<file path="src/rtl/xphy_link_ctrl_if.sv">
// Status/control bundle between the SFP+ link sequencer (master) and the PCS/PMA + SFP side (slave).
// Status inputs may be asynchronous to clk_156; the sequencer synchronizes them internally.
interface xphy_link_ctrl_if;
    logic        tx_enable;
    logic        gt_resetdone;
    logic        block_lock;
    logic        pcs_status;
    logic        pcs_reset;
    logic        sfp_tx_disable;
    logic        link_up;
    logic [2:0]  state;
    logic [3:0]  retry_cnt;
    logic [15:0] drop_cnt;

    modport master (
        input  tx_enable, gt_resetdone, block_lock, pcs_status,
        output pcs_reset, sfp_tx_disable, link_up, state, retry_cnt, drop_cnt
    );

    modport slave (
        output tx_enable, gt_resetdone, block_lock, pcs_status,
        input  pcs_reset, sfp_tx_disable, link_up, state, retry_cnt, drop_cnt
    );
endinterface

</file>
<file path="src/rtl/xphy_link_ctrl.sv">
// 10GBASE-R bring-up/supervision FSM: PCS reset, SFP TX disable, lock qualification, retry/backoff.
// Latency: registered outputs track the state register; status inputs add 2 cycles of sync delay.
// No backpressure: level-driven control; tx_enable=0 forces DISABLED on the next edge.
module xphy_link_ctrl #(
    parameter int RESET_CYCLES   = 16,
    parameter int LOCK_TIMEOUT   = 156250,
    parameter int STABLE_CYCLES  = 1024,
    parameter int BACKOFF_CYCLES = 15625,
    parameter int TIMER_W        = 24
) (
    input  logic              clk_156,
    input  logic              sys_rst,
    xphy_link_ctrl_if.master  phy
);

    localparam logic [2:0] S_DISABLED  = 3'd0;
    localparam logic [2:0] S_RESET     = 3'd1;
    localparam logic [2:0] S_WAIT_GT   = 3'd2;
    localparam logic [2:0] S_WAIT_LOCK = 3'd3;
    localparam logic [2:0] S_STABLE    = 3'd4;
    localparam logic [2:0] S_UP        = 3'd5;
    localparam logic [2:0] S_BACKOFF   = 3'd6;

    localparam logic [TIMER_W-1:0] RESET_LAST   = TIMER_W'(RESET_CYCLES - 1);
    localparam logic [TIMER_W-1:0] LOCK_LAST    = TIMER_W'(LOCK_TIMEOUT - 1);
    localparam logic [TIMER_W-1:0] STABLE_LAST  = TIMER_W'(STABLE_CYCLES - 1);
    localparam logic [TIMER_W-1:0] BACKOFF_LAST = TIMER_W'(BACKOFF_CYCLES - 1);

    logic [1:0]         gt_sync_q, bl_sync_q, ps_sync_q;
    logic               gt_resetdone_s, lock_s;

    logic [2:0]         state_q, state_d;
    logic [TIMER_W-1:0] timer_q, timer_d;
    logic [3:0]         retry_q, retry_d;
    logic [15:0]        drop_q, drop_d;
    logic               pcs_reset_q, pcs_reset_d;
    logic               tx_dis_q, tx_dis_d;
    logic               link_up_q, link_up_d;

    always_ff @(posedge clk_156 or posedge sys_rst) begin
        if (sys_rst) begin
            gt_sync_q <= '0;
            bl_sync_q <= '0;
            ps_sync_q <= '0;
        end else begin
            gt_sync_q <= {gt_sync_q[0], phy.gt_resetdone};
            bl_sync_q <= {bl_sync_q[0], phy.block_lock};
            ps_sync_q <= {ps_sync_q[0], phy.pcs_status};
        end
    end

    assign gt_resetdone_s = gt_sync_q[1];
    assign lock_s         = bl_sync_q[1] & ps_sync_q[1];

    always_ff @(posedge clk_156 or posedge sys_rst) begin
        if (sys_rst) begin
            state_q     <= S_DISABLED;
            timer_q     <= '0;
            retry_q     <= '0;
            drop_q      <= '0;
            pcs_reset_q <= 1'b1;
            tx_dis_q    <= 1'b1;
            link_up_q   <= 1'b0;
        end else begin
            state_q     <= state_d;
            timer_q     <= timer_d;
            retry_q     <= retry_d;
            drop_q      <= drop_d;
            pcs_reset_q <= pcs_reset_d;
            tx_dis_q    <= tx_dis_d;
            link_up_q   <= link_up_d;
        end
    end

    always_comb begin
        state_d = state_q;
        retry_d = retry_q;
        drop_d  = drop_q;
        if (!phy.tx_enable) begin
            state_d = S_DISABLED;
        end else begin
            // Success is tested before timeout so a late lock still counts.
            case (state_q)
                S_DISABLED:  state_d = S_RESET;
                S_RESET:     if (timer_q == RESET_LAST) state_d = S_WAIT_GT;
                S_WAIT_GT: begin
                    if (gt_resetdone_s)              state_d = S_WAIT_LOCK;
                    else if (timer_q == LOCK_LAST)   state_d = S_BACKOFF;
                end
                S_WAIT_LOCK: begin
                    if (lock_s)                      state_d = S_STABLE;
                    else if (timer_q == LOCK_LAST)   state_d = S_BACKOFF;
                end
                S_STABLE: begin
                    if (!lock_s)                     state_d = S_WAIT_LOCK;
                    else if (timer_q == STABLE_LAST) state_d = S_UP;
                end
                S_UP: begin
                    if (!lock_s || !gt_resetdone_s) begin
                        state_d = S_BACKOFF;
                        if (drop_q != 16'hFFFF) drop_d = drop_q + 16'd1;
                    end
                end
                S_BACKOFF:   if (timer_q == BACKOFF_LAST) state_d = S_RESET;
                default:     state_d = S_DISABLED;
            endcase

            if (state_d == S_BACKOFF && state_q != S_BACKOFF && retry_q != 4'hF)
                retry_d = retry_q + 4'd1;
            if (state_d == S_UP && state_q != S_UP)
                retry_d = '0;
        end

        if (!phy.tx_enable || state_d != state_q) timer_d = '0;
        else                                      timer_d = timer_q + TIMER_W'(1);
    end

    // Outputs decode the next state so the registered copies line up with state_q.
    always_comb begin
        pcs_reset_d = 1'b1;
        tx_dis_d    = 1'b1;
        link_up_d   = 1'b0;
        case (state_d)
            S_RESET, S_BACKOFF: begin
                pcs_reset_d = 1'b1;
                tx_dis_d    = 1'b0;
            end
            S_WAIT_GT, S_WAIT_LOCK, S_STABLE: begin
                pcs_reset_d = 1'b0;
                tx_dis_d    = 1'b0;
            end
            S_UP: begin
                pcs_reset_d = 1'b0;
                tx_dis_d    = 1'b0;
                link_up_d   = 1'b1;
            end
            default: begin
                pcs_reset_d = 1'b1;
                tx_dis_d    = 1'b1;
                link_up_d   = 1'b0;
            end
        endcase
    end

    assign phy.pcs_reset      = pcs_reset_q;
    assign phy.sfp_tx_disable = tx_dis_q;
    assign phy.link_up        = link_up_q;
    assign phy.state          = state_q;
    assign phy.retry_cnt      = retry_q;
    assign phy.drop_cnt       = drop_q;

endmodule

</file>
<file path="src/flat_wrapper.sv">
// flat-port wrapper written by rule: the top's interface ports become plain ports
module xphy_link_ctrl_flat 
#(
    parameter int RESET_CYCLES   = 16,
    parameter int LOCK_TIMEOUT   = 156250,
    parameter int STABLE_CYCLES  = 1024,
    parameter int BACKOFF_CYCLES = 15625,
    parameter int TIMER_W        = 24
)
  (clk_156, sys_rst, phy_tx_enable, phy_gt_resetdone, phy_block_lock, phy_pcs_status, phy_pcs_reset, phy_sfp_tx_disable, phy_link_up, phy_state, phy_retry_cnt, phy_drop_cnt);
  xphy_link_ctrl_if phy_i ();
  input  logic clk_156;
  input  logic sys_rst;
  input wire logic [$bits(phy_i.tx_enable)-1:0] phy_tx_enable;
  input wire logic [$bits(phy_i.gt_resetdone)-1:0] phy_gt_resetdone;
  input wire logic [$bits(phy_i.block_lock)-1:0] phy_block_lock;
  input wire logic [$bits(phy_i.pcs_status)-1:0] phy_pcs_status;
  output wire logic [$bits(phy_i.pcs_reset)-1:0] phy_pcs_reset;
  output wire logic [$bits(phy_i.sfp_tx_disable)-1:0] phy_sfp_tx_disable;
  output wire logic [$bits(phy_i.link_up)-1:0] phy_link_up;
  output wire logic [$bits(phy_i.state)-1:0] phy_state;
  output wire logic [$bits(phy_i.retry_cnt)-1:0] phy_retry_cnt;
  output wire logic [$bits(phy_i.drop_cnt)-1:0] phy_drop_cnt;
  assign phy_i.tx_enable = phy_tx_enable;
  assign phy_i.gt_resetdone = phy_gt_resetdone;
  assign phy_i.block_lock = phy_block_lock;
  assign phy_i.pcs_status = phy_pcs_status;
  assign phy_pcs_reset = phy_i.pcs_reset;
  assign phy_sfp_tx_disable = phy_i.sfp_tx_disable;
  assign phy_link_up = phy_i.link_up;
  assign phy_state = phy_i.state;
  assign phy_retry_cnt = phy_i.retry_cnt;
  assign phy_drop_cnt = phy_i.drop_cnt;
  xphy_link_ctrl #(.RESET_CYCLES(RESET_CYCLES), .LOCK_TIMEOUT(LOCK_TIMEOUT), .STABLE_CYCLES(STABLE_CYCLES), .BACKOFF_CYCLES(BACKOFF_CYCLES), .TIMER_W(TIMER_W)) u_core (.clk_156(clk_156), .sys_rst(sys_rst), .phy(phy_i));
endmodule
</file>
<file path="config.mk">
export PLATFORM = sky130hd
export DESIGN_NAME = xphy_link_ctrl_flat
export DESIGN_NICKNAME = d
export VERILOG_FILES = /design/src/rtl/xphy_link_ctrl_if.sv /design/src/rtl/xphy_link_ctrl.sv /design/src/flat_wrapper.sv
export SDC_FILE = /design/constraint.sdc
export NUM_CORES = 1
export LEC_CHECK = 0
export BUFFER_PORTS_ARGS = -buffer_cell sky130_fd_sc_hd__buf_4
export CELL_PAD_IN_SITES_DETAIL_PLACEMENT = 1
export CELL_PAD_IN_SITES_GLOBAL_PLACEMENT = 2
export CORE_MARGIN = 2
export CORE_UTILIZATION = 37
export DETAILED_ROUTE_END_ITERATION = 16
export PLACE_DENSITY = 0.86
export SLEW_MARGIN = 40
export SYNTH_ARGS = -nofsm -noshare
export SYNTH_HDL_FRONTEND = slang
export SYNTH_SLANG_ARGS = --single-unit
</file>
<file path="constraint.sdc">
create_clock -name clk_156 -period 3.5 [get_ports clk_156]
set_input_delay 0.525 -clock clk_156 [delete_from_list [all_inputs] [get_ports clk_156]]
set_output_delay 0.525 -clock clk_156 [all_outputs]
set_load 0.05 [all_outputs]
</file>
### After elaboration in Yosys (flattened, before gate mapping)

Cells that the tools add are included.
W data, S select, Z words.

* $add $sub $neg: 3
* equal/unequal tests: 23
* multiplexer cells: 17
* bitwise logic cells: 1
* reductions and logical operators: 14

Operators by type and width (number)
* $mux W3: 10
* $add A24 B1 Y24 const B: 1
* $eq A24 B10 Y1 const B: 1
* $eq A24 B14 Y1 const B: 1
* $eq A24 B18 Y1 const B: 1
* $eq A24 B4 Y1 const B: 1
* $eq A3 B3 Y1 const B: 8
* $mux W24: 1
* $pmux W3 S7: 1
* $add A16 B1 Y16 const B: 1
* $ne A16 B16 Y1 const B: 1
* $eq A3 B2 Y1 const B: 4
* $mux W4: 2
* $eq A3 B1 Y1 const B: 2
* $ne A3 B3 Y1 const B: 2
* $reduce_or A6 Y1: 1
* $add A4 B1 Y4 const B: 1
* $ne A4 B4 Y1 const B: 1
* $reduce_and A4 Y1: 1
* $reduce_or A4 Y1: 1
* $logic_and A1 B1 Y1: 3
* $logic_not A1 Y1: 3
* $logic_not A3 Y1: 1
* $mux W1: 3
* 5 further kinds: 6

* register bits after elaboration: 56
* output and inout bits: 26
* logic and storage cells: 68

### Logic depth before layout (Yosys ltp)

* depth in word-level cells: 11
* depth in mapped cells: 10
* depth with buffers taken out: 9

### Least setup slack after synthesis

Ideal clock, no wire load.

* kind: register to register
* start: register u_core.state_q[2] (netlist: u_core.phy.state[2])
* end: register u_core.retry_q[1] (netlist: u_core.phy.retry_cnt[1])
* arrival time: 2461 ps
* required time: 3372 ps
* setup slack: 911 ps
* cell stages (with the launch flop): 9
* path through: dfrtp_1 clkbuf_1 nand2_1 nor2_1 o21a_1 o21ai_1 or4_4 o31ai_2 mux2_1

* longest elaborated chain between the ends: 9
* elaborated cells on any way between the ends: 27
* classes of those cells: eq/ne (10); mux (11); reduce/logical (6)

RTL lines
* start, declared: line xphy_link_ctrl.sv:32 `logic [2:0] state_q, state_d;`
* start signal, assigned: line xphy_link_ctrl.sv:65 `state_q <= state_d;`
* $mux W3 (on tied branches): line xphy_link_ctrl.sv:96, xphy_link_ctrl.sv:88, xphy_link_ctrl.sv:92
* $mux W3 (on tied branches): line xphy_link_ctrl.sv:95, xphy_link_ctrl.sv:87, xphy_link_ctrl.sv:91
* $pmux W3 S7: line xphy_link_ctrl.sv:83 `case (state_q)`
* $mux W3: line xphy_link_ctrl.sv:79 `if (!phy.tx_enable) begin`
* $eq A3 B3 Y1: line xphy_link_ctrl.sv:108 `if (state_d == S_BACKOFF && state_q != S_BACKOFF && retry_q != 4'hF)`
* $logic_and A1 B1 Y1 (2 in series): line xphy_link_ctrl.sv:108
* $reduce_bool A2 Y1 (no source line)
* $reduce_and A2 Y1 (no source line)
* end signal, assigned: line xphy_link_ctrl.sv:67 `retry_q <= retry_d;`
* end, declared: line xphy_link_ctrl.sv:34 `logic [3:0] retry_q, retry_d;`

Several ways; a longest one is shown, not always the timed one. The select of a mux whose other input is x is not followed.
A chain may end at the register's enable or synchronous reset.

### Worst setup path after layout

* start: register u_core.timer_q[21]
* end: register u_core.retry_q[1] (netlist: u_core.phy.retry_cnt[1])

* longest elaborated chain between the ends: 10
* elaborated cells on any way between the ends: 21
* classes of those cells: eq/ne (6); mux (10); reduce/logical (5)

RTL lines
* start, declared: line xphy_link_ctrl.sv:33 `logic [TIMER_W-1:0] timer_q, timer_d;`
* start signal, assigned: line xphy_link_ctrl.sv:66 `timer_q <= timer_d;`
* $eq A24 B10 Y1 / $eq A24 B18 Y1 (equally long branches): line xphy_link_ctrl.sv:96, xphy_link_ctrl.sv:88, xphy_link_ctrl.sv:92
* $mux W3 (on tied branches): line xphy_link_ctrl.sv:96, xphy_link_ctrl.sv:88, xphy_link_ctrl.sv:92
* $mux W3 (on tied branches): line xphy_link_ctrl.sv:95, xphy_link_ctrl.sv:87, xphy_link_ctrl.sv:91
* $pmux W3 S7 (*): line xphy_link_ctrl.sv:83
* $mux W3 (*): line xphy_link_ctrl.sv:79
* $eq A3 B3 Y1: line xphy_link_ctrl.sv:108
* $logic_and A1 B1 Y1 (2 in series): line xphy_link_ctrl.sv:108
* $reduce_bool A2 Y1 (no source line)
* $reduce_and A2 Y1 (no source line)

Every way passes the cells marked *; elsewhere a longest branch is shown, timed or not. The select of a mux whose other input is x is not followed.

==> run_results.csv <==
group,metric,value,unit
clock_tree,cts_resized,0,
grt,antenna_found_initial,0,
clock_tree,numCtsBuffers,5,
power,comb_power_share,4.0,%
clock_tree,cts_max_path_buffers,2,
clock_tree,cts_tree,"built",
grt,grt_pass1_wl,10.7,mm
route,avgViaCountPerCell,5.09,
logic_synthesis,syn_area,0.00287,sq mm
grt,grt_pass1_vias,2243,
route,drtIter0Drc,49,
logic_synthesis,synth_edf_count,0,
clock_tree,post-cts-setup-buffers,0,
clock_tree,clockRootBuffer,"clkbuf_8",
sta,maxSlewViolCount,0,
floorplan,start_util,37.7,%
clock_tree,htreeDepth,2,
sta,fin_crit_sh,83.0,%
power,power.internal,0.807,mW
clock_tree,clk_pin_slew,0.11,ns
route,drt_first_pass_iters,4,
logic_synthesis,yosysUniqueCellTypes,51,
grt,grt_max_degree,32,
critical_path,critPathRequiredTime,3.71,ns
placed_design,hpwlAfterDp,4.65,mm
placed_design,routabilityCongestion,0.786,
floorplan,num_io_pins,32,
run,maxCapViolations,0,
route,ant_nets,0,
logic_synthesis,avgSynthCellArea,10.0,sq um
run_status,status,"finished clean",
floorplan,fp.dieW,92.0,um
power,p_per_area,323,mW/mm^2
finish,final_core_util,43.4,%
floorplan,core.rowCount,32,
logic_synthesis,synth_warnings,0,
floorplan,core,0.00761,sq mm
finish,antenna_cells,0,
power,p_switching,0.258,mW
power,peakVddDrop,0.172,mV
power,p_total,1.07,mW
sta,max_freq,344,MHz
logic_synthesis,syn_inst,286,
worst_hold_path,hold_path_class,"primary input to asynchronous set/reset pin",
floorplan,chipHeight,92.0,um
sta,grt_setup_unrepaired,"no",
sta,fin_worst_skew,0.0111,ns
sta,tightestPinTransition,0.617,ns
logic_synthesis,async_reset_ff_share,100,%
critical_path,timing_worst_setup_path_type,"register to register",
sta,hold_viol_final,0,
power,sw_frac_of_total,24.2,%
power,seq_power_share,61.9,%
clock_tree,insertion_delay,0.32,ns
critical_path,worst_ep_arrival_time,3.11,ns
critical_path,critPathMaxFanout,6,
route,drc,0,
sta,fin_hold_ws,0.287,ns
clock_tree,hold_buffers,0,
critical_path,endpoint_kind,"register",
sta,fin_setup_tns,0,ns
route,drt_wl_total,6.21,mm
placed_design,port-buffer-count,31,
critical_path,timing.rr.start,"u_core.timer_q[21]$_DFF_PP0_",
finish,area_growth_syn_to_layout,15.2,%
sta,min_period,2.90,ns
clock_tree,clock_sinks,56,
logic_synthesis,synth_flop_cell,"dfrtp_1",
sta,setup_viol,0,
finish,finalNetCount,329,
placed_design,pre_cts_ws,0.638,ns
logic_synthesis,synth.ff_latch_count,56,
finish,drive_gt1_share,18.2,%
floorplan,dieArea,0.00847,sq mm
grt,track_usage,15.9,%
power,clkPwrFrac,34.1,%
critical_path,setup.worst_path.start,"u_core.timer_q[21]$_DFF_PP0_",
grt,grt_overflow,0,
route,routedWlPerCell,14.7,um
route,num_vias,2141,
sta,relSlewSlack,58.8,%
critical_path,cp-start-kind,"register",
power,p_leak,1.44,nW
logic_synthesis,yosysSeqAreaShare,49.0,%
logic_synthesis,synthesis.nets,297,
sta,setup_ws,0.596,ns
## layout make-up
type	instances	area [sq um]
Inverter	15	56.3
Clock inverter	3	23.8
Clock buffer	5	68.8
Tap cell	102	128
Timing Repair Buffer	34	255
Sequential cell	56	1400
Multi-Input combinational cell	206	1370
Fill cell	872	4310
## metrics by stage
stage	instances	cell area [sq um]
floorplan	286	2870
global placement	413	3210
detailed placement	413	3210
CTS	421	3300
global route	421	3300
finish	421	3300
## cells in the final DEF, fill, tap and decap left out, types with 4 or more instances in the layout
cell type,instances
xnor2_1,22
dfrtp_1,54
and3_1,7
nand2_1,18
nor3_1,5
nand4_1,7
ha_1,5
o21ai_0,4
inv_1,14
xor2_1,16
nand3_1,20
nor2_1,46
clkbuf_8,5
buf_4,34
nor2b_1,4
## power groups by stage
stage	Combinational (mW)	Clock [mW]	Sequential [mW]
after detailed placement	0.0452	0	0.672
after CTS	0.0447	0.382	0.660
after global placement	0.0447	0	0.672
after floorplan	0.0231	0	0.675
final	0.0426	0.364	0.659
after global routing	0.0488	0.407	0.661
## state kept, by name, indices dropped and copies added, names as in the netlist
signal                     flops
u_core.timer_q                24
u_core.phy.drop_cnt           16
u_core.phy.retry_cnt           4
u_core.phy.state               3
u_core.bl_sync_q               2
u_core.gt_sync_q               2
u_core.ps_sync_q               2
u_core.phy.link_up             1
u_core.phy.pcs_reset           1
u_core.phy.sfp_tx_disable      1
## worst max-delay path, cell delays in order (launching register included)
cell and delay, ns:
dfrtp_1 0.42, nor4_2 0.43, nand4_1 0.20, o21a_1 0.28, a311oi_4 0.42, o21ai_0 0.32
o31ai_2 0.36, mux2_1 0.35
## cells in the mapped netlist, types with 2 or more instances
cell / n / area [sq um]
xnor2_1: 22 / 193
nor4_4: 2 / 42.5
nand4_1: 7 / 43.8
nand2b_1: 3 / 18.8
nor3_1: 5 / 25.0
dfrtp_1: 54 / 1350
inv_1: 15 / 56.3
nor2_1: 46 / 173
nor2b_1: 4 / 25.0
dfstp_2: 2 / 52.6
nand4b_1: 2 / 17.5
buf_2: 5 / 25.0
nand3_1: 20 / 100
and2_1: 2 / 12.5
xor2_1: 16 / 140
nor4_1: 3 / 18.8
o22ai_1: 2 / 12.5
clkbuf_1: 4 / 15.0
ha_1: 5 / 62.6
mux2i_1: 3 / 30.0
a21oi_1: 3 / 15.0
o2111ai_1: 2 / 17.5
or3_1: 2 / 12.5
nand2_1: 18 / 67.6
and4_1: 3 / 26.3
o21ai_1: 2 / 10.0
and3_1: 7 / 43.8
o21ai_0: 4 / 20.0
## layer usage
layer  vias up  GRT usage (%)  share of wire [%]
met5         -              0                  0
met2        28           25.6                 48
met3         6           3.04                2.7
li1       1037              -                  -
met4         0           6.34                1.5
met1      1070           21.1                 48
## kinds of logic after synthesis
group	count (synthesis)	share of synthesized area [%]
adders and majority gates	5	2.18
xor gates and xnor gates	38	11.6
DFF	56	49.0
muxes	5	1.83
AOI/OAI and AO/OA	26	7.25
buffers and inverters	24	3.36
and+or+nand+nor	132	24.8
## path summary, 6_finish.rpt
kind	slack, ns	cells past startpoint	to
min	0.29	2	u_core.ps_sync_q[0]$_DFF_PP0_
max in group asynchronous	2.39	3	u_core.phy.pcs_reset$_DFF_PP1_
min in group clk_156	0.31	1	u_core.gt_sync_q[0]$_DFF_PP0_
min reg2reg	0.36	0	u_core.bl_sync_q[1]$_DFF_PP0_
max reg2reg	0.60	7	u_core.phy.retry_cnt[1]$_DFFE_PP0P_
max	0.60	7	u_core.phy.retry_cnt[1]$_DFFE_PP0P_
Power figures use the tool's default switching activity.
